## config.mk

```make
export PLATFORM = sky130hd
export DESIGN_NAME = booth_multiplier
export DESIGN_NICKNAME = d
export VERILOG_FILES = /design/src/rtl/booth_multiplier_pkg.sv /design/src/rtl/booth_multiplier_datapath.sv /design/src/rtl/booth_multiplier.sv
export SDC_FILE = /design/constraint.sdc
export NUM_CORES = 1
export LEC_CHECK = 0
export CAP_MARGIN = 40
export CORE_ASPECT_RATIO = 1.25
export CORE_MARGIN = 8
export CORE_UTILIZATION = 55
export CTS_CLUSTER_DIAMETER = 100
export CTS_CLUSTER_SIZE = 28
export DETAILED_ROUTE_END_ITERATION = 12
export PLACE_DENSITY_LB_ADDON = 0.1
export SLEW_MARGIN = 20
export SYNTH_ARGS = -nofsm -noshare
export SYNTH_HDL_FRONTEND = slang
export SYNTH_SLANG_ARGS = --single-unit
```

## constraint.sdc

```tcl
create_clock -name CLOCK -period 9.3 [get_ports CLOCK]
set_input_delay 1.86 -clock CLOCK [delete_from_list [all_inputs] [get_ports CLOCK]]
set_output_delay 1.86 -clock CLOCK [all_outputs]
set_load 0.005 [all_outputs]
```

## src/rtl/booth_multiplier_pkg.sv

```systemverilog
// Shared types for the radix-4 Booth multiplier: FSM states, Booth digits
// and the triplet recoder.
package booth_multiplier_pkg;

  typedef enum logic [1:0] {
    IDLE = 2'd0,
    CALC = 2'd1,
    DONE = 2'd2
  } state_e;

  typedef enum logic [2:0] {
    ZERO = 3'd0,
    POS1 = 3'd1,
    POS2 = 3'd2,
    NEG1 = 3'd3,
    NEG2 = 3'd4
  } booth_digit_e;

  // Triplet is {b[2i+1], b[2i], b[2i-1]}.
  function automatic booth_digit_e booth_recode(input logic [2:0] triplet);
    booth_digit_e digit;
    case (triplet)
      3'b001, 3'b010: digit = POS1;
      3'b011:         digit = POS2;
      3'b100:         digit = NEG2;
      3'b101, 3'b110: digit = NEG1;
      default:        digit = ZERO;
    endcase
    return digit;
  endfunction

endpackage

```

## src/rtl/booth_multiplier_datapath.sv

```systemverilog
// Operand/accumulator registers, Booth recoder, adder/subtractor and
// arithmetic right shift; sequenced by the controller in the top level.
module booth_multiplier_datapath
  import booth_multiplier_pkg::*;
#(
  parameter int size = 8
) (
  input  logic                clk_i,
  input  logic                rst_i,
  input  logic                load_i,
  input  logic                step_i,
  input  logic                write_i,
  input  logic                signed_i,
  input  logic [size-1:0]     a_i,
  input  logic [size-1:0]     b_i,
  output logic [2*size-1:0]   s_o
);

  // W: extended operand width; HW: accumulator high part with headroom for +/-2A.
  localparam int W  = size + 2;
  localparam int HW = W + 2;
  localparam int AW = HW + W;

  logic signed [W-1:0]    a_q, a_d;
  logic signed [HW-1:0]   hi_q, hi_d;
  logic [W-1:0]           lo_q, lo_d;
  logic                   bprev_q, bprev_d;
  logic [2*size-1:0]      s_q, s_d;

  logic [W-1:0]           a_ext;
  logic [W-1:0]           b_ext;
  logic [2:0]             triplet;
  booth_digit_e           digit;
  logic signed [HW-1:0]   a_wide;
  logic signed [HW-1:0]   addend;
  logic signed [HW-1:0]   sum_hi;
  logic signed [AW-1:0]   acc_sum;
  logic signed [AW-1:0]   acc_next;

  always_comb begin
    a_ext   = signed_i ? {{2{a_i[size-1]}}, a_i} : {2'b00, a_i};
    b_ext   = signed_i ? {{2{b_i[size-1]}}, b_i} : {2'b00, b_i};

    triplet = {lo_q[1:0], bprev_q};
    digit   = booth_recode(triplet);
    a_wide  = {{2{a_q[W-1]}}, a_q};

    case (digit)
      POS1:    addend = a_wide;
      POS2:    addend = a_wide <<< 1;
      NEG1:    addend = -a_wide;
      NEG2:    addend = -(a_wide <<< 1);
      default: addend = '0;
    endcase

    sum_hi   = hi_q + addend;
    acc_sum  = {sum_hi, lo_q};
    acc_next = acc_sum >>> 2;

    a_d     = a_q;
    hi_d    = hi_q;
    lo_d    = lo_q;
    bprev_d = bprev_q;
    s_d     = s_q;

    if (load_i) begin
      a_d     = a_ext;
      hi_d    = '0;
      lo_d    = b_ext;
      bprev_d = 1'b0;
    end else if (step_i) begin
      hi_d    = acc_next[AW-1:W];
      lo_d    = acc_next[W-1:0];
      bprev_d = lo_q[1];
    end

    // The final iteration's result goes straight to S on the same edge.
    if (write_i) begin
      s_d = acc_next[2*size-1:0];
    end
  end

  always_ff @(posedge clk_i or posedge rst_i) begin
    if (rst_i) begin
      a_q     <= '0;
      hi_q    <= '0;
      lo_q    <= '0;
      bprev_q <= 1'b0;
      s_q     <= '0;
    end else begin
      a_q     <= a_d;
      hi_q    <= hi_d;
      lo_q    <= lo_d;
      bprev_q <= bprev_d;
      s_q     <= s_d;
    end
  end

  assign s_o = s_q;

endmodule

```

## src/rtl/booth_multiplier.sv

```systemverilog
// Radix-4 Booth sequential multiplier: IDLE/CALC/DONE controller and
// iteration counter around the arithmetic datapath.
module booth_multiplier
  import booth_multiplier_pkg::*;
#(
  parameter int size = 8
) (
  input  logic                CLOCK,
  input  logic                RESET,
  input  logic                START,
  input  logic                SIGNED,
  input  logic [size-1:0]     A,
  input  logic [size-1:0]     B,
  output logic [2*size-1:0]   S,
  output logic                BUSY,
  output logic                END_MULT
);

  localparam int N     = size / 2 + 1;
  localparam int CNT_W = $clog2(N);

  if ((size % 2) != 0 || size < 4) begin : g_bad_size
    $error("booth_multiplier: size must be even and at least 4");
  end

  state_e             state_q, state_d;
  logic [CNT_W-1:0]   cnt_q, cnt_d;
  logic               load;
  logic               step;
  logic               write_s;

  always_comb begin
    state_d = state_q;
    cnt_d   = cnt_q;
    load    = 1'b0;
    step    = 1'b0;
    write_s = 1'b0;

    case (state_q)
      IDLE: begin
        if (START) begin
          load    = 1'b1;
          cnt_d   = '0;
          state_d = CALC;
        end
      end
      CALC: begin
        step  = 1'b1;
        cnt_d = cnt_q + CNT_W'(1);
        if (cnt_q == CNT_W'(N - 1)) begin
          write_s = 1'b1;
          cnt_d   = '0;
          state_d = DONE;
        end
      end
      DONE: begin
        state_d = IDLE;
      end
      default: begin
        state_d = IDLE;
      end
    endcase
  end

  always_ff @(posedge CLOCK or posedge RESET) begin
    if (RESET) begin
      state_q <= IDLE;
      cnt_q   <= '0;
    end else begin
      state_q <= state_d;
      cnt_q   <= cnt_d;
    end
  end

  assign BUSY     = (state_q != IDLE);
  assign END_MULT = (state_q == DONE);

  booth_multiplier_datapath #(
    .size (size)
  ) u_datapath (
    .clk_i    (CLOCK),
    .rst_i    (RESET),
    .load_i   (load),
    .step_i   (step),
    .write_i  (write_s),
    .signed_i (SIGNED),
    .a_i      (A),
    .b_i      (B),
    .s_o      (S)
  );

endmodule

```

Word-level counts from Yosys, hierarchy flattened:

Index checks and enable logic that the tools add are counted.
W data, S select, Z words.

* logic and storage cells: 55
* bits in registers: 54
* output and inout port bits: 18
* input port bits: 20

* multiplexer cells: 21
* equal/unequal tests: 15
* reductions and logical operators: 8
* add/sub/neg operators: 4

Operators with widths (count)
* $pmux W12 S4: 1
* $mux W10: 4
* $mux W12: 2
* $eq A3 B3 Y1 const B: 5
* $add A12 B12 Y12: 1
* $eq A3 B2 Y1 const B: 4
* $neg A10 Y12: 1
* $neg A11 Y12: 1
* $pmux W3 S4: 1
* $mux W1: 7
* $eq A3 B1 Y1 const B: 2
* $mux W3: 2
* $pmux W3 S2: 1
* $reduce_bool A2 Y1: 3
* $mux W2: 2
* $ne A2 B2 Y1 const B: 2
* $pmux W2 S2: 1
* $reduce_and A2 Y1: 2
* $reduce_or A2 Y1: 2
* $add A3 B1 Y3 const B: 1
* $eq A2 B1 Y1 const B: 1
* $eq A2 B2 Y1 const B: 1
* $logic_not A2 Y1: 1

Logic depth before layout (Yosys ltp):

* word-level depth: 8
* mapped depth: 17
* gate-level depth less buffers: 16

By module:

Synthesis repeated with hierarchy kept, for this count alone.

* cells, all modules: 343
* area, all modules: 3313.2 um2

Modules (own cells, without submodules)
* booth_multiplier_datapath: sequential area each 1151.1 um2, times used 1, area an instance 3027.9 um2, cells an instance 317
* booth_multiplier: sequential area each 125.1 um2, times used 1, area an instance 285.3 um2, cells an instance 26

Worst setup path before layout:

OpenSTA, ideal clock, no wires.

* path type: register to register
* from: reg u_datapath.a_q[2]
* to: reg u_datapath.hi_q[10]
* setup time: 0.076 ns
* path slack: 6.089 ns
* buffers on the path: 2
* clock period less this slack: 3.211 ns
* arrival time: 3.134 ns
* stages on the path, launching flop included: 18
* data required time: 9.224 ns
* path through: dfrtp_1 > buf_6 > nor4_4 > nand2b_1 > nor2_1 > xnor2_1 > o21ai_0 > o211ai_1 > o31a_1 > ha_1 > buf_2 > nand2_1 > o21ai_0 > nor2b_1 > a2111o_1 > xnor2_1 > or3_1 > o21ai_1

* cells in the longest elaborated chain, start to end: 5
* elaborated cells between the ends (all ways): 6
* those cells by class: add/sub: 3; mux: 3

Ends and longest elaborated chain
* start: declaration: RTL line booth_multiplier_datapath.sv:24 `logic signed [W-1:0] a_q, a_d;`
* start signal: assignment: RTL line booth_multiplier_datapath.sv:85 `a_q <= '0;`
* start signal: assignment: RTL line booth_multiplier_datapath.sv:91 `a_q <= a_d;`
* $neg A11 Y12 or $neg A10 Y12 (tied branches): RTL line booth_multiplier_datapath.sv:52, booth_multiplier_datapath.sv:51
* $pmux W12 S4 (*): RTL line booth_multiplier_datapath.sv:48 `case (digit)`
* $add A12 B12 Y12 (*): RTL line booth_multiplier_datapath.sv:56 `sum_hi = hi_q + addend;`
* $mux W12 (*): RTL line booth_multiplier_datapath.sv:71 `end else if (step_i) begin`
* $mux W12 (*): RTL line booth_multiplier_datapath.sv:66 `if (load_i) begin`
* end signal: assignment: RTL line booth_multiplier_datapath.sv:92 `hi_q <= hi_d;`
* end: declaration: RTL line booth_multiplier_datapath.sv:25 `logic signed [HW-1:0] hi_q, hi_d;`

Every way passes the cells marked *; elsewhere a longest branch is shown, timed or not. The select of a mux whose other input is x is not followed.
A chain may end at the register's enable or synchronous reset.

Worst setup path in the final report:

* from: reg u_datapath.lo_q[0]
* to: reg u_datapath.hi_q[10]

* cells in the longest elaborated chain, start to end: 8
* elaborated cells between the ends (all ways): 17
* those cells by class: add/sub: 1; eq/ne: 10; mux: 4; reduce/logical: 2

Ends and longest elaborated chain
* start: declaration: RTL line booth_multiplier_datapath.sv:26 `logic [W-1:0] lo_q, lo_d;`
* start signal: assignment: RTL line booth_multiplier_datapath.sv:93 `lo_q <= lo_d;`
* $eq A3 B3 Y1 (tied with other cells): RTL line booth_multiplier_pkg.sv:22 `case (triplet)`
* $reduce_or A2 Y1: RTL line booth_multiplier_pkg.sv:22
* $pmux W3 S4 (*): RTL line booth_multiplier_pkg.sv:22
* $eq A3 B3 Y1 (tied with other cells): RTL line booth_multiplier_datapath.sv:48
* $pmux W12 S4 (*): RTL line booth_multiplier_datapath.sv:48
* $add A12 B12 Y12 (*): RTL line booth_multiplier_datapath.sv:56
* $mux W12 (*): RTL line booth_multiplier_datapath.sv:71
* $mux W12 (*): RTL line booth_multiplier_datapath.sv:66

Marked as above.

==> flow_metrics.tcl <==
set metrics [dict create \
    status "complete, no violations" \
    synth_fp_nets 381 \
    worst_pin_slew_ns 0.858 \
    first_pass_iters 4 \
    postSynthCellCount 346 \
    clk_pin_slew_ns 0.09 \
    ys_warn_count 0 \
    fin_crit_sh_pct 40.8 \
    yosysTopAreaCellShare_pct 40.9 \
    r2r_cells 13 \
    regArea_mm2 0.00128 \
    dp_worst_setup_slack_ns 5.44 \
    use_met1_pct 21.5 \
    port_buffers 37 \
    crit_path_max_fanout 21 \
    clockRootBuffer "clkbuf_8" \
    synth_seq_area_share_pct 40.9 \
    timing.rr.end "u_datapath.hi_q[10]" \
    grt_pass1_vias 2530 \
    grt_max_degree 33 \
    fin_skew_ns 0.00958 \
    avgRoutedWirePerCell_um 16.0 \
    min_from "u_datapath.s_o[12]" \
    avgSynthCellArea_um2 9.02 \
    grt_overflow 0 \
    grt_pass1_wl_um 11800 \
    syn_area_mm2 0.00312 \
    cts-resized-gates 0 \
    die_w_um 83.4 \
    postCtsSetupRepairBufs 0 \
    cap_violations 0 \
    busiest_layer "met2" \
    antenna_cells 0 \
    postCtsHoldBufs 0 \
    dieArea_mm2 0.00835 \
    ios 38 \
    finalWorstSetupSlack_ns 5.50 \
    yosysTopAreaCell "dfrtp_1" \
    final_nets 408 \
    cp-end-kind "flop" \
    post-route-util_pct 66.5 \
    ff2ff_setup_slack_ns 5.50 \
    synthArstFlopShare_pct 100 \
    fillCellCount 436 \
    die_y_um 100 \
    vias 2534 \
    critPathLaunch "u_datapath.lo_q[0]" \
    rows 30 \
    crit_end "u_datapath.hi_q[10]" \
    cts.sinks 51 \
    drt_iter0_markers 195 \
    drive_gt1_share_pct 8.82 \
    htreeDepth 2 \
    vias_per_cell 5.79 \
    postRouteWirelength_um 7010 \
    required_ns 9.53 \
    cts_buffers 5 \
    hold_viol_final 0 \
    final_antenna_net_count 0 \
    yosysUniqueCellTypes 55 \
    min_path_type "flop to flop" \
    post-route-min-period_ns 3.80 \
    start_util_pct 57.3 \
    hpwl_um 5240 \
    cp.arrival_ns 4.03 \
    setup_viol 0 \
    clk_latency_ns 0.31 \
    gp_congestion 0.922 \
    synthTopCellsByArea "dfrtp_1 (41%), nand2_1 (7.2%), ha_1 (5.6%)" \
    placeableCoreArea_mm2 0.00544 \
    grt_antenna_before_repair 0 \
    rsz0062_at_grt "no" \
    drc 0 \
    cts_buffer_depth 2 \
    synth-edff-count 0 \
    slew_violations 0 \
    worstReg2RegStart "u_datapath.lo_q[0]" \
    slew_headroom_pct 42.6 \
    multi_input_area_mm2 0.00169 \
    fmax_mhz 263 \
    timing_worst_setup_path_type "flop to flop" \
    finalNonFillerCells 438 \
    area_growth_pct 15.9 \
    tns_ns 0 \
    cp-start-kind "flop" \
    synth-seq-cells 51 \
    cts_tree "built" \
    grtUsageMet2_pct 27.5 \
    synth_flop_cell "dfrtp_1" \
    gr-usage-all-layers_pct 16.7 \
    use_met3_pct 3.08 \
    placed_cells 430 \
]
[worst min path at each step]
| stage | to | cells past startpoint |
|---|---|---|
| floorplan | u_datapath.hi_q[8] | 2 |
| global placement | u_datapath.s_o[15] | 2 |
| detailed placement | u_datapath.s_o[12] | 2 |
| CTS | u_datapath.s_o[12] | 2 |
| global route | u_datapath.s_o[1] | 1 |
| finish | u_datapath.s_o[12] | 2 |
[cells in the final DEF (no fill, tap or decap), types with 2 or more instances in the layout]
master / count
a211o_1: 2
a21oi_1: 21
a221oi_1: 2
a22oi_1: 8
a311oi_1: 2
a31oi_1: 2
buf_4: 2
clkbuf_8: 5
clkdlybuf4s50_1: 37
clkinvlp_4: 2
dfrtp_1: 51
ha_1: 14
inv_1: 14
mux2_2: 15
mux2i_1: 5
nand2_1: 60
nand2b_1: 5
nand3_1: 7
nor2_1: 17
nor2b_1: 6
nor3_1: 4
nor4_1: 2
o211ai_1: 5
o21ai_0: 24
o21ai_1: 2
o22ai_1: 7
o31ai_1: 2
xnor2_1: 11
xor2_1: 10
[layout make-up]
type | instances | area share, %
inverter | 16 | 1.66
multi-input combinational | 258 | 46.8
clock buffer | 5 | 1.90
clock inverter | 3 | 0.553
sequential | 51 | 35.3
tap | 64 | 2.21
timing repair buffer | 41 | 11.6
[metal layers]
metal  routed length (um)  up-vias
li1                     -     1269
met2                 3420       53
met1                 3210     1206
met4                   81        0
met5                    0        -
met3                  289        6
[registers in the layout, indices dropped and copies added, names as in the netlist]
register            count
cnt_q                   3
state_q                 2
u_datapath.a_q          9
u_datapath.bprev_q      1
u_datapath.hi_q        10
u_datapath.lo_q        10
u_datapath.s_o         16
[through the flow]
step                hold slack, ns  instance area (um2)
floorplan                    0.456                 3120
global placement             0.461                 3490
detailed placement           0.474                 3530
CTS                          0.495                 3620
global route                 0.530                 3620
finish                       0.492                 3620
[worst max-delay path, stage by stage (launching register included)]
cell and delay [ns]:
dfrtp_1 0.81, clkinv_1 0.41, nor2_1 0.38, a21oi_1 0.13, o22a_1 0.26, inv_1 0.07
ha_1 0.22, a21oi_1 0.23, o211ai_1 0.13, o211a_1 0.17, a2111o_1 0.38, xnor2_1 0.14
or3_1 0.32, o21ai_1 0.08
[synth_stat cells, types with 2 or more instances]
master,n
a211o_1,2
a21oi_1,21
a221oi_1,2
a22oi_1,8
a311oi_1,2
a31oi_1,2
buf_1,2
buf_2,4
clkbuf_1,13
dfrtp_1,51
ha_1,14
inv_1,15
mux2_2,15
mux2i_1,5
nand2_1,60
nand2b_1,5
nand3_1,7
nor2_1,18
nor2b_1,6
nor3_1,4
nor4_1,2
o211ai_1,5
o21ai_0,24
o21ai_1,2
o22ai_1,7
o31ai_1,2
xnor2_1,11
xor2_1,10
[cells by family after synthesis]
logic type	count (synthesis)	share of synthesized area, %
and+or+nand+nor	111	16.2
muxes	20	7.02
buffers and inverters	37	4.97
DFF	51	40.9
xor gates and xnor gates	21	5.89
AOI/OAI and AO/OA	91	18.8
adders and majority gates	15	6.26
Power is left out: the tool's default activity adds up to more than one toggle a clock period on the data nets, which glitch-free logic cannot reach.
